[src/rtl/kuz_pkg.sv]
// Shared Kuznyechik definitions: GF(2^8) multiply over 0x1C3, l() coefficients, FSM state type.
package kuz_pkg;

  localparam logic [7:0] GF_POLY = 8'hC3;

  // Coefficient order matches byte order a15 .. a0.
  localparam logic [7:0] LIN_COEF [0:15] = '{
    8'd148, 8'd32, 8'd133, 8'd16, 8'd194, 8'd192, 8'd1, 8'd251,
    8'd1, 8'd192, 8'd194, 8'd16, 8'd133, 8'd32, 8'd148, 8'd1
  };

  typedef enum logic [1:0] {IDLE, RUN, DONE} l_state_t;

  function automatic logic [7:0] gf_mul8(input logic [7:0] a, input logic [7:0] b);
    logic [7:0] p;
    logic [7:0] x;
    p = 8'h00;
    x = a;
    // NOTE: blocking assignments are correct here; p and x are loop temporaries, not state.
    for (int i = 0; i < 8; i++) begin
      if (b[i]) p = p ^ x;
      x = x[7] ? ({x[6:0], 1'b0} ^ GF_POLY) : {x[6:0], 1'b0};
    end
    return p;
  endfunction

endpackage

[src/rtl/l_convertion_iter_if.sv]
// Input/output valid-ready stream of the iterative L stage; mode_inv exists only with KUZ_L_INVERSE_EN.
interface l_convertion_iter_if;
  logic         in_valid;
  logic         in_ready;
  logic [127:0] in_data;
  logic         out_valid;
  logic         out_ready;
  logic [127:0] out_data;
`ifdef KUZ_L_INVERSE_EN
  logic         mode_inv;
`endif

  modport master (
    output in_valid, in_data, out_ready,
`ifdef KUZ_L_INVERSE_EN
    output mode_inv,
`endif
    input  in_ready, out_valid, out_data
  );

  modport slave (
    input  in_valid, in_data, out_ready,
`ifdef KUZ_L_INVERSE_EN
    input  mode_inv,
`endif
    output in_ready, out_valid, out_data
  );
endinterface

[src/rtl/l_linear_comb.sv]
// Combinational Kuznyechik l(): 16 input bytes (a15 at [127:120]) folded into one GF(2^8) byte.
module l_linear_comb
  import kuz_pkg::*;
(
  input  logic [127:0] a,
  output logic [7:0]   y
);

  always_comb begin
    // NOTE: default first so every path assigns y and no latch is inferred.
    y = 8'h00;
    for (int i = 0; i < 16; i++) begin
      y = y ^ gf_mul8(a[127 - 8*i -: 8], LIN_COEF[i]);
    end
  end

endmodule

[src/rtl/l_convertion_iter.sv]
// Iterative Kuznyechik L = R^ROUNDS, one R step per clock, valid/ready on both sides.
// Define KUZ_L_INVERSE_EN to add mode_inv and the R^-1 datapath.
module l_convertion_iter
  import kuz_pkg::*;
#(
  parameter int ROUNDS = 16
) (
  input  logic               clk,
  input  logic               rst_n,
  l_convertion_iter_if.slave bus
);

  localparam int              CW   = $clog2(ROUNDS) + 1;
  localparam logic [CW-1:0]   LAST = CW'(ROUNDS - 1);

  l_state_t       state;
  logic [127:0]   st;
  logic [CW-1:0]  cnt;
  logic [127:0]   lin_in;
  logic [7:0]     l_byte;
  logic [127:0]   next_st;

`ifdef KUZ_L_INVERSE_EN
  logic mode;

  // Inverse step evaluates l() over a14..a0 followed by the outgoing a15.
  assign lin_in  = mode ? {st[119:0], st[127:120]} : st;
  assign next_st = mode ? {st[119:0], l_byte} : {l_byte, st[127:8]};
`else
  assign lin_in  = st;
  assign next_st = {l_byte, st[127:8]};
`endif

  l_linear_comb u_lin (
    .a (lin_in),
    .y (l_byte)
  );

  always_ff @(posedge clk or negedge rst_n) begin
    if (!rst_n) begin
      // NOTE: the data register is reset too, so out_data reads zero during and after reset.
      state <= IDLE;
      st    <= '0;
      cnt   <= '0;
`ifdef KUZ_L_INVERSE_EN
      mode  <= 1'b0;
`endif
    end else begin
      case (state)
        IDLE: begin
          if (bus.in_valid) begin
            st    <= bus.in_data;
            cnt   <= '0;
`ifdef KUZ_L_INVERSE_EN
            mode  <= bus.mode_inv;
`endif
            state <= RUN;
          end
        end
        RUN: begin
          st  <= next_st;
          cnt <= cnt + 1'b1;
          if (cnt == LAST) state <= DONE;
        end
        DONE: begin
          if (bus.out_ready) state <= IDLE;
        end
        default: state <= IDLE;
      endcase
    end
  end

  // Handshake outputs depend on the state register only.
  assign bus.in_ready  = (state == IDLE);
  assign bus.out_valid = (state == DONE);
  assign bus.out_data  = st;

endmodule
[src/flat_wrapper.sv]
// flat-port wrapper written by rule: the top's interface ports become plain ports
module l_convertion_iter_flat import kuz_pkg::*;
#(
  parameter int ROUNDS = 16
)
  (clk, rst_n, bus_in_valid, bus_in_data, bus_out_ready, bus_in_ready, bus_out_valid, bus_out_data);
  l_convertion_iter_if bus_i ();
  input  logic clk;
  input  logic rst_n;
  input wire logic [$bits(bus_i.in_valid)-1:0] bus_in_valid;
  input wire logic [$bits(bus_i.in_data)-1:0] bus_in_data;
  input wire logic [$bits(bus_i.out_ready)-1:0] bus_out_ready;
  output wire logic [$bits(bus_i.in_ready)-1:0] bus_in_ready;
  output wire logic [$bits(bus_i.out_valid)-1:0] bus_out_valid;
  output wire logic [$bits(bus_i.out_data)-1:0] bus_out_data;
  assign bus_i.in_valid = bus_in_valid;
  assign bus_i.in_data = bus_in_data;
  assign bus_i.out_ready = bus_out_ready;
  assign bus_in_ready = bus_i.in_ready;
  assign bus_out_valid = bus_i.out_valid;
  assign bus_out_data = bus_i.out_data;
  l_convertion_iter #(.ROUNDS(ROUNDS)) u_core (.clk(clk), .rst_n(rst_n), .bus(bus_i));
endmodule
[config.mk]
export PLATFORM = sky130hd
export DESIGN_NAME = l_convertion_iter_flat
export DESIGN_NICKNAME = d
export VERILOG_FILES = /design/src/rtl/kuz_pkg.sv /design/src/rtl/l_convertion_iter_if.sv /design/src/rtl/l_linear_comb.sv /design/src/rtl/l_convertion_iter.sv /design/src/flat_wrapper.sv
export SDC_FILE = /design/constraint.sdc
export NUM_CORES = 1
export LEC_CHECK = 0
export CAP_MARGIN = 20
export CORE_MARGIN = 3
export CORE_UTILIZATION = 45
export DETAILED_ROUTE_END_ITERATION = 8
export GPL_TIMING_DRIVEN = 1
export PLACE_DENSITY = 0.77
export SYNTH_ARGS = -nofsm -noshare
export SYNTH_HDL_FRONTEND = slang
export SYNTH_SLANG_ARGS = --single-unit
[constraint.sdc]
create_clock -name clk -period 6.1 [get_ports clk]
set_clock_uncertainty 0.1 [all_clocks]
set_input_delay 0.61 -clock clk [delete_from_list [all_inputs] [get_ports clk]]
set_output_delay 0.61 -clock clk [all_outputs]
set_load 0.02 [all_outputs]
==> results.sh <==
export IMPL_status="complete, no violations"
export IMPL_cts_buffer_depth=2
export IMPL_vias=8277
export IMPL_htreeDepth=4
export IMPL_r2r_slack_ns=2.46
export IMPL_slew_headroom_pct=38.0
export IMPL_drv_cap=0
export IMPL_post_route_drc_count=0
export IMPL_syn_area_um2=8670
export IMPL_grt_pass1_vias=8044
export IMPL_antenna_left=0
export IMPL_async_flop_share_pct=100
export IMPL_gp_congestion=0.967
export IMPL_startpoint="u_core.state[1]"
export IMPL_dr_pass1_iters=5
export IMPL_cts_sinks=135
export IMPL_drt_iter0_drc=833
export IMPL_avgSynthCellArea_um2=9.92
export IMPL_fin_crit_ns=3.64
export IMPL_crit_path_max_incr_delay_ns=0.79
export IMPL_crit_required_ns=6.34
export IMPL_ys_ff_latch=135
export IMPL_grt_util_all_layers_pct=29.9
export IMPL_arrival_ns=3.88
export IMPL_synthCells=874
export IMPL_ys_warnings_count=0
export IMPL_grt_max_degree=91
export IMPL_setup_viol=0
export IMPL_hold_buffers=0
export IMPL_layout_drive_gt1_share_pct=4.79
export IMPL_antenna_found_initial=0
export IMPL_io_pins=262
export IMPL_via_per_inst=6.15
export IMPL_numCtsBuffers=17
export IMPL_die_width_um=145
export IMPL_worstPathCellList="clkinv_2 -> nand2_4 -> buf_4 -> o22ai_1 -> a21oi_1"
export IMPL_path_max_fanout=66
export IMPL_die_area_um2=21000
export IMPL_grt_pass1_wl_um=47500
export IMPL_portBuffers=261
export IMPL_fmax_ghz=0.275
export IMPL_cts_setup_buffers=0
export IMPL_clkLatencyLatePin_ns=0.42
export IMPL_end_kind="flop"
export IMPL_routed_wl_um=31800
export IMPL_ctsResizeCount=0
export IMPL_fin_tns_setup_ns=0
export IMPL_dp_hpwl_um=22800
export IMPL_cts_tree="built"
export IMPL_syn_num_nets=1008
export IMPL_slew_viol_final=0
export IMPL_hold_viol=0
export IMPL_diodes=0
export IMPL_fin_nets=1211
export IMPL_synthDistinctLibCells=33
export IMPL_ys_flop_type="dfrtp_1"
export IMPL_die_y_um=145
export IMPL_ys_seq_area_share_pct=39.0
export IMPL_reg2reg_from="u_core.state[1]"
export IMPL_core_area_um2=18800
export IMPL_rsz0062_at_grt="no"
export IMPL_syn_to_final_growth_pct=37.6
export IMPL_hold_class="in2async"
export IMPL_worst_slew_pin_transition_ns=0.930
export IMPL_synth_edff_count=0
export IMPL_startpoint_type="flop"
export IMPL_rows=50
export IMPL_crit_type="reg2reg"
export IMPL_finalCritPeriodShare_pct=59.7
export IMPL_start_util_pct=46.0
export IMPL_wire_per_inst_um=23.6
export IMPL_grt_ovfl_total=0
export IMPL_cts_clk_slew_worst_paths_ns=0.06
export IMPL_crit_path_top_delay_cell="clkinv_2"
export IMPL_cts_root_buf="clkbuf_16"
cell type report:
class,instances,area (um^2)
Inverter,3,13.8
Multi-Input combinational cell,652,4960
Clock inverter,8,125
Sequential cell,135,3380
Tap cell,260,325
Clock buffer,20,467
Timing Repair Buffer,268,2660
Fill cell,1535,6900
placed cells by master (no fill, tap or decap), drive strengths merged, types with 4 or more instances in the layout:
cell type,Yosys,routed
and3b,4,4
nor2,5,5
dfrtp,135,135
a21oi,127,127
xnor3,28,28
buf,19,9
clkbuf,65,20
o21ai,12,12
nor2b,5,5
clkdlybuf4s50,0,259
nand2,17,17
o22a,4,4
o22ai,230,230
xnor2,180,180
xor2,21,21
clkinvlp,0,4
final timing paths:
kind                                      endpoint  depth (start not counted)
hold / removal             u_core.bus.out_data[11]                          1
max in group asynchronous  u_core.bus.out_data[85]                          2
min in group clk                     u_core.cnt[4]                          2
setup / recovery           u_core.bus.out_data[58]                          5
setup reg to reg           u_core.bus.out_data[58]                          5
hold reg to reg                      u_core.cnt[4]                          2
stage by stage:
step                      cell area (um^2)  cells  util [%]  worst slack, ns  hold slack, ns
final                                11900   1346      63.4             2.46           0.101
after global routing                 11900   1346      63.4             2.20           0.165
after CTS                            11900   1346      63.4             2.56           0.145
after detailed placement             11300   1318      60.2             2.61           0.378
after global placement               11300   1318      60.2             2.60           0.368
after floorplan                       8670    874         -             3.40           0.214
flip-flops by register name, indices dropped and copies added (netlist names):
name	cells
u_core.cnt	5
u_core.bus.out_data	128
u_core.state	2
cells in the mapped netlist (all sizes together) (4+ instances only):
cell	count	area share, %
xor2	21	2.1
a21oi	127	7.3
buf	19	1.1
dfrtp	135	39
xnor2	180	19
o22a	4	0.40
nor2	5	0.22
and3b	4	0.40
o21ai	12	0.69
xnor3	28	7.3
clkbuf	65	2.8
nor2b	5	0.36
nand2	17	0.74
o22ai	230	17
cell families after synthesis:
group	count (synthesis)	share of synthesized area (%)
DFF	135	39.0
AOI/OAI and AO/OA	382	25.9
and+or+nand+nor	37	2.12
buffers and inverters	87	4.01
muxes	1	0.115
xor gates and xnor gates	230	28.6
adders and majority gates	2	0.289
routing by layer:
metal  vias up  wire (um)  track usage, %
met1      3985      13000            42.2
li1       3672          -               -
met4         0        851            9.62
met5         -          0               0
met2       544      14900            46.7
met3        76       3010            5.92
critical path, delay by kind of cell (launching register included):
family,cells,cell delay (ns)
buffers and inverters,2,1.46
AOI/OAI and AO/OA,2,0.40
DFF,1,0.72
and+or+nand+nor,1,0.76
Power is left out: the tool's default activity adds up to more than one toggle a clock period on the data nets, which glitch-free logic cannot reach.
==> RTL edit 1: new RTL, same settings <==
Make the reset (`rst_n`) synchronous in one clocked block.
--- a/src/rtl/l_convertion_iter.sv
+++ b/src/rtl/l_convertion_iter.sv
@@ -38,3 +38,3 @@
 
-  always_ff @(posedge clk or negedge rst_n) begin
+  always_ff @(posedge clk) begin
     if (!rst_n) begin
Behaviour: differs if rst_n is asserted again (counterexample within 4 cycles, from zero or initial values and one cycle with rst_n low); with rst_n held inactive, the same outputs for 4 cycles.
==> RTL edit 1 against the unedited design <==
- final cell count up 14%
- sequential cell count stayed put
- setup slack gained 0.35 ns
- wire length grew 3.5%
- cell area down 1.4%
- sequential share of layout area decreased by 5.3 points
- hold slack better by 0.36 ns
- register-to-register slack gained 0.65 ns
- synthesized area shrank 2.6%
- highest routed layer unchanged
Power is left out: it rests on default switching activity, and per cell area and clock period it moved more than threefold.
==> RTL edit 1: results (changes against the unedited design) <==
The post-layout instance count excluding filler cells came out at 1537 (was 1346). The normalized max-slew margin was 41.42% (was 37.99%). Top post-synthesis cells by count: o21ai_0, xnor2_1, dfxtp_1 (was o22ai_1, xnor2_1, dfrtp_1). The launch point of the worst reg-to-reg path is u_core.state[0] (was u_core.state[1]). The timing startpoint of the critical path is u_core.state[1] (unchanged). The library cell with the largest summed area after synthesis is dfxtp_1 (was dfrtp_1). The pin count of the biggest net entering global routing came out at 136 (was 91). The wire length of the first global-routing pass came out at 48950 um (was 47470 um).

The number of nets in the layout is 1429 (was 1211). The total of cells resized after clock tree synthesis came to 0 (unchanged). The number of buffers between clock root and the deepest sink is 2 (unchanged). The leading register cell type out of synthesis is dfxtp_1 (was dfrtp_1). The TritonCTS buffer count was 17 (unchanged).

The total routing usage reported by global routing is 31.27% (was 29.92%). The initial core utilization came to 46.39% (was 46.04%). The share of final-layout standard cells stronger than drive strength 1 is 3.823% (was 4.788%). The placed standard-cell area is 11070 um^2 (was 11340 um^2). The clock tree root buffer cell was clkbuf_16 (unchanged).

The share of synthesized registers carrying an async set or reset came out at 0% (was 100.0%). The number of detailed-route iterations in the first pass is 8 (was 5). The startpoint identified for the worst hold timing path is u_core.cnt[3]. The unique cell type count in the Yosys netlist is 28 (was 33). The final hold violation count is 0 (unchanged). The synthesized net count came out at 1228 (was 1008). The final RePlAce weighted congestion is 1.074 (was 0.9669). The number of port buffers came out at 261 (unchanged). Top post-synthesis cells by area: dfxtp_1, xnor2_1, o21ai_0, a21oi_1, xnor3_1 (was dfrtp_1, xnor2_1, o22ai_1, a21oi_1, xnor3_1). The setup slack after placement is 3.157 ns (was 2.610 ns). The number of antenna violations at the first check in global routing came to 0 (unchanged). The total half-perimeter wirelength after legalization and detailed placement came out at 23420 um (was 22800 um).

The via count of the first global-routing pass came out at 8097 (was 8044). The library cell contributing the largest single delay on the critical path is clkinv_2 (unchanged). The data arrival time of the worst path came out at 2.58 ns (was 3.88 ns). The clock network latency to the later pin of the worst-skew pair came out at roughly 0.43 ns. Run status: complete, no violations (unchanged). The total via count in the routed design is 8784 (was 8277).

The level count of the clock H-tree came out at 4 (unchanged). The largest stage delay on the critical path is 0.67 ns (was 0.79 ns). The number of DRC markers in iteration 0 was 1149 (was 833).

The aggregate routed wire length came out at 32930 um (was 31820 um). The part of the Yosys area used for sequential elements was 32.00% (was 38.97%). The total of fill cells in the finished design came to 1558 (was 1535).

The type of the worst min-delay path is reg2reg (was in2async). The post-synthesis average cell area is 7.721 um^2 (was 9.919 um^2). The flip-flop count of the largest register, all copies and words added came out at 128 (unchanged).

The total setup buffers inserted after CTS came out at 0 (unchanged). The number of warnings issued by yosys is 0 (unchanged). The maximum fanout along the worst path was 56 (was 66).
[RTL edit 1: layout make-up]
cell class,count,area share [%]
clock buffers,21,4.000
clock inverters,11,1.649
inverters,4,0.1383
multi-input cells,869,45.98
flip-flops and latches,135,23.01
well taps,229,2.436
repair buffers,268,22.78
[RTL edit 1: path summary, 6_finish.rpt]
path                                  end  slack [ns]  cells after the start
setup / recovery            bus_out_valid        2.81                      3
hold / removal              u_core.cnt[3]        0.46                      2
setup reg to reg  u_core.bus.out_data[60]        3.11                      5
hold reg to reg             u_core.cnt[3]        0.46                      2
[RTL edit 1: cell families (layout without fill, tap and decap cells)]
logic type               Yosys count  after routing  share of synthesized area (%)
flip-flops                       135            135                          32.00
AND/OR/NAND/NOR                  259            259                          12.04
XOR/XNOR                         231            231                          28.59
AO/OA/AOI/OAI                    377            377                          23.02
adder cells (fa/ha/maj)            2              2                         0.2962
buffers and inverters             90            304                          4.059
[RTL edit 1: worst max-delay path: cells and delay by family (launching register included)]
kind                   cells  cell delay [ns]
and+or+nand+nor            1             0.37
buffers and inverters      2             1.32
DFF                        1             0.45
[RTL edit 1: through the flow]
stage                     hold WS, ns  util, %
after floorplan                0.4093        -
after global placement         0.4240    60.80
after detailed placement       0.4388    60.80
after CTS                      0.4536    64.45
after global routing           0.4838    64.60
final                          0.4621    64.60
[RTL edit 1: layer usage]
layer	wire, um	part of all wire (%)	track usage (%)	vias to the layer above
met5	0	0	0	-
met4	914	2.8	8.854	0
met1	13630	41	44.24	4116
li1	-	-	-	4087
met2	15090	46	48.05	516
met3	3297	10	7.167	65
==> RTL edit 2: new RTL, config.mk and constraints unchanged <==
Made on the original files. `ROUNDS` is set to 16 in 2 places; all go to 64.
--- a/src/rtl/l_convertion_iter.sv
+++ b/src/rtl/l_convertion_iter.sv
@@ -5,3 +5,3 @@
 #(
-  parameter int ROUNDS = 16
+  parameter int ROUNDS = 64
 ) (
--- a/src/flat_wrapper.sv
+++ b/src/flat_wrapper.sv
@@ -3,3 +3,3 @@
 #(
-  parameter int ROUNDS = 16
+  parameter int ROUNDS = 64
 )
Formal check against the unedited RTL: same outputs for any inputs over 4 cycles, from zero or initial values and one cycle with rst_n low; that may be too few to reach the edited logic, so the function may still have changed.
==> RTL edit 2 against the unedited design <==
- cell area shrank 1.3%
- wire length shrank 5.6%
- utilization grew 1.1 points
- critical endpoint is now bus_out_valid
- register-to-register slack gained 0.55 ns
- synthesized area shrank 1.6%
- sequential cell count grew 2
- setup slack gained 0.15 ns
Power is left out: the tool's default activity adds up to more than one toggle a clock period on the data nets, which glitch-free logic cannot reach.
==> RTL edit 2: results (changes against the unedited design) <==
The accumulated negative setup slack came out at 0 ns (unchanged). The setup slack after placement came out at 2.405 ns (was 2.610 ns). The average routed wire per standard cell came out at 22.88 um (was 23.64 um).

The part of the Yosys area used for sequential elements came out at 40.18% (was 38.97%). The level count of the clock H-tree came to 4 (unchanged). The maximum fanout along the worst path is 69 (was 66). The placed standard-cell area came out at 11190 um^2 (was 11340 um^2). The largest stage delay on the critical path came out at 0.85 ns (was 0.79 ns).

Top post-synthesis cells by count: xnor2_1, dfrtp_1, nand2_1 (was o22ai_1, xnor2_1, dfrtp_1). Run status: complete, no violations (unchanged). The worst hold slack after final layout came out at 0.05468 ns (was 0.1013 ns). The count of final setup violators is 0 (unchanged). The post-synthesis average cell area is 9.991 um^2 (was 9.919 um^2).

The cell count after placement came out at 1281 (was 1318). The synthesized net count came out at 987 (was 1008). The total half-perimeter wirelength after legalization and detailed placement came out at 21750 um (was 22800 um). The average via count per standard cell is 5.710 (was 6.149). The data arrival time of the worst path came out at 2.78 ns (was 3.88 ns). The via count of the first global-routing pass came out at 7401 (was 8044). The total via count in the routed design came out at 7497 (was 8277). The total of cells resized after clock tree synthesis is 0 (unchanged).

The share of final-layout standard cells stronger than drive strength 1 was 5.258% (was 4.788%). The number of nets in the layout came out at 1204 (was 1211). The final RePlAce weighted congestion came out at 0.9109 (was 0.9669). The capturing element of the worst setup path is bus_out_valid (was u_core.bus.out_data[58]). The share of synthesized registers carrying an async set or reset is 100.0% (unchanged).

The reg2reg setup slack came to 3.01 ns (was 2.46 ns). The pin count of the biggest net entering global routing came out at 79 (was 91). Top post-synthesis cells by area: dfrtp_1, xnor2_1, a22oi_1, xnor3_1, o21ai_0 (was dfrtp_1, xnor2_1, o22ai_1, a21oi_1, xnor3_1).

The number of port buffers is 261 (unchanged). The number of detailed-route iterations in the first pass is 6 (was 5). The type of the worst min-delay path is in2async (unchanged). The wire length of the first global-routing pass is 44780 um (was 47470 um). The leading register cell type out of synthesis was dfrtp_1 (unchanged).

The kind of cell with the highest combined delay on the critical path is buffers and inverters (unchanged). The unique cell type count in the Yosys netlist came out at 35 (was 33). The worst reg2reg path endpoint is u_core.bus.out_data[47] (was u_core.bus.out_data[58]).

The final critical path time including I/O delays and setup is 3.493 ns (was 3.640 ns). The normalized max-slew margin came to 28.81% (was 37.99%). The clock edge transition at the registers on the reported setup and hold paths is 0.06 ns (about the same). The worst-case reg-to-reg path depth came out at 5 (unchanged). The total routing usage reported by global routing came out at 28.96% (was 29.92%).

The clock tree root buffer cell is clkbuf_16 (unchanged). The number of warnings issued by yosys came out at 0 (unchanged). The number of antenna violations at the first check in global routing came out at 0 (unchanged). The timing startpoint of the critical path is u_core.state[1] (unchanged). The library cell contributing the largest single delay on the critical path is dfrtp_4 (was clkinv_2). The number of DRC markers in iteration 0 came out at 652 (was 833). The total setup buffers inserted after CTS was 0 (unchanged). The launch point of the worst reg-to-reg path is u_core.state[0] (was u_core.state[1]).
RTL edit 2: logic make-up after synthesis:
| logic type | count (synthesis) | share of synthesized area [%] |
|---|---|---|
| adders and majority gates | 1 | 0.1466 |
| AOI/OAI and AO/OA | 266 | 18.89 |
| DFF | 137 | 40.18 |
| and+or+nand+nor | 169 | 9.239 |
| muxes | 1 | 0.1173 |
| xor gates and xnor gates | 209 | 27.78 |
| buffers and inverters | 71 | 3.651 |
RTL edit 2: layer usage:
layer  routed length [um]  vias up  global-route usage (%)  share of wire [%]
met3                 2386       42                   5.990                7.9
met1                13160     3667                   41.51                 44
met5                    0        -                       0                  0
li1                     -     3413                       -                  -
met2                13890      375                   44.79                 46
met4                  594        0                   8.325                2.0
RTL edit 2: layout make-up:
type                            count  area [um^2]
Clock buffer                       17        425.4
Clock inverter                     15        153.9
Fill cell                        1471         6496
Inverter                            1        3.754
Multi-Input combinational cell    646         4802
Sequential cell                   137         3436
Tap cell                          229        286.5
Timing Repair Buffer              268         2666
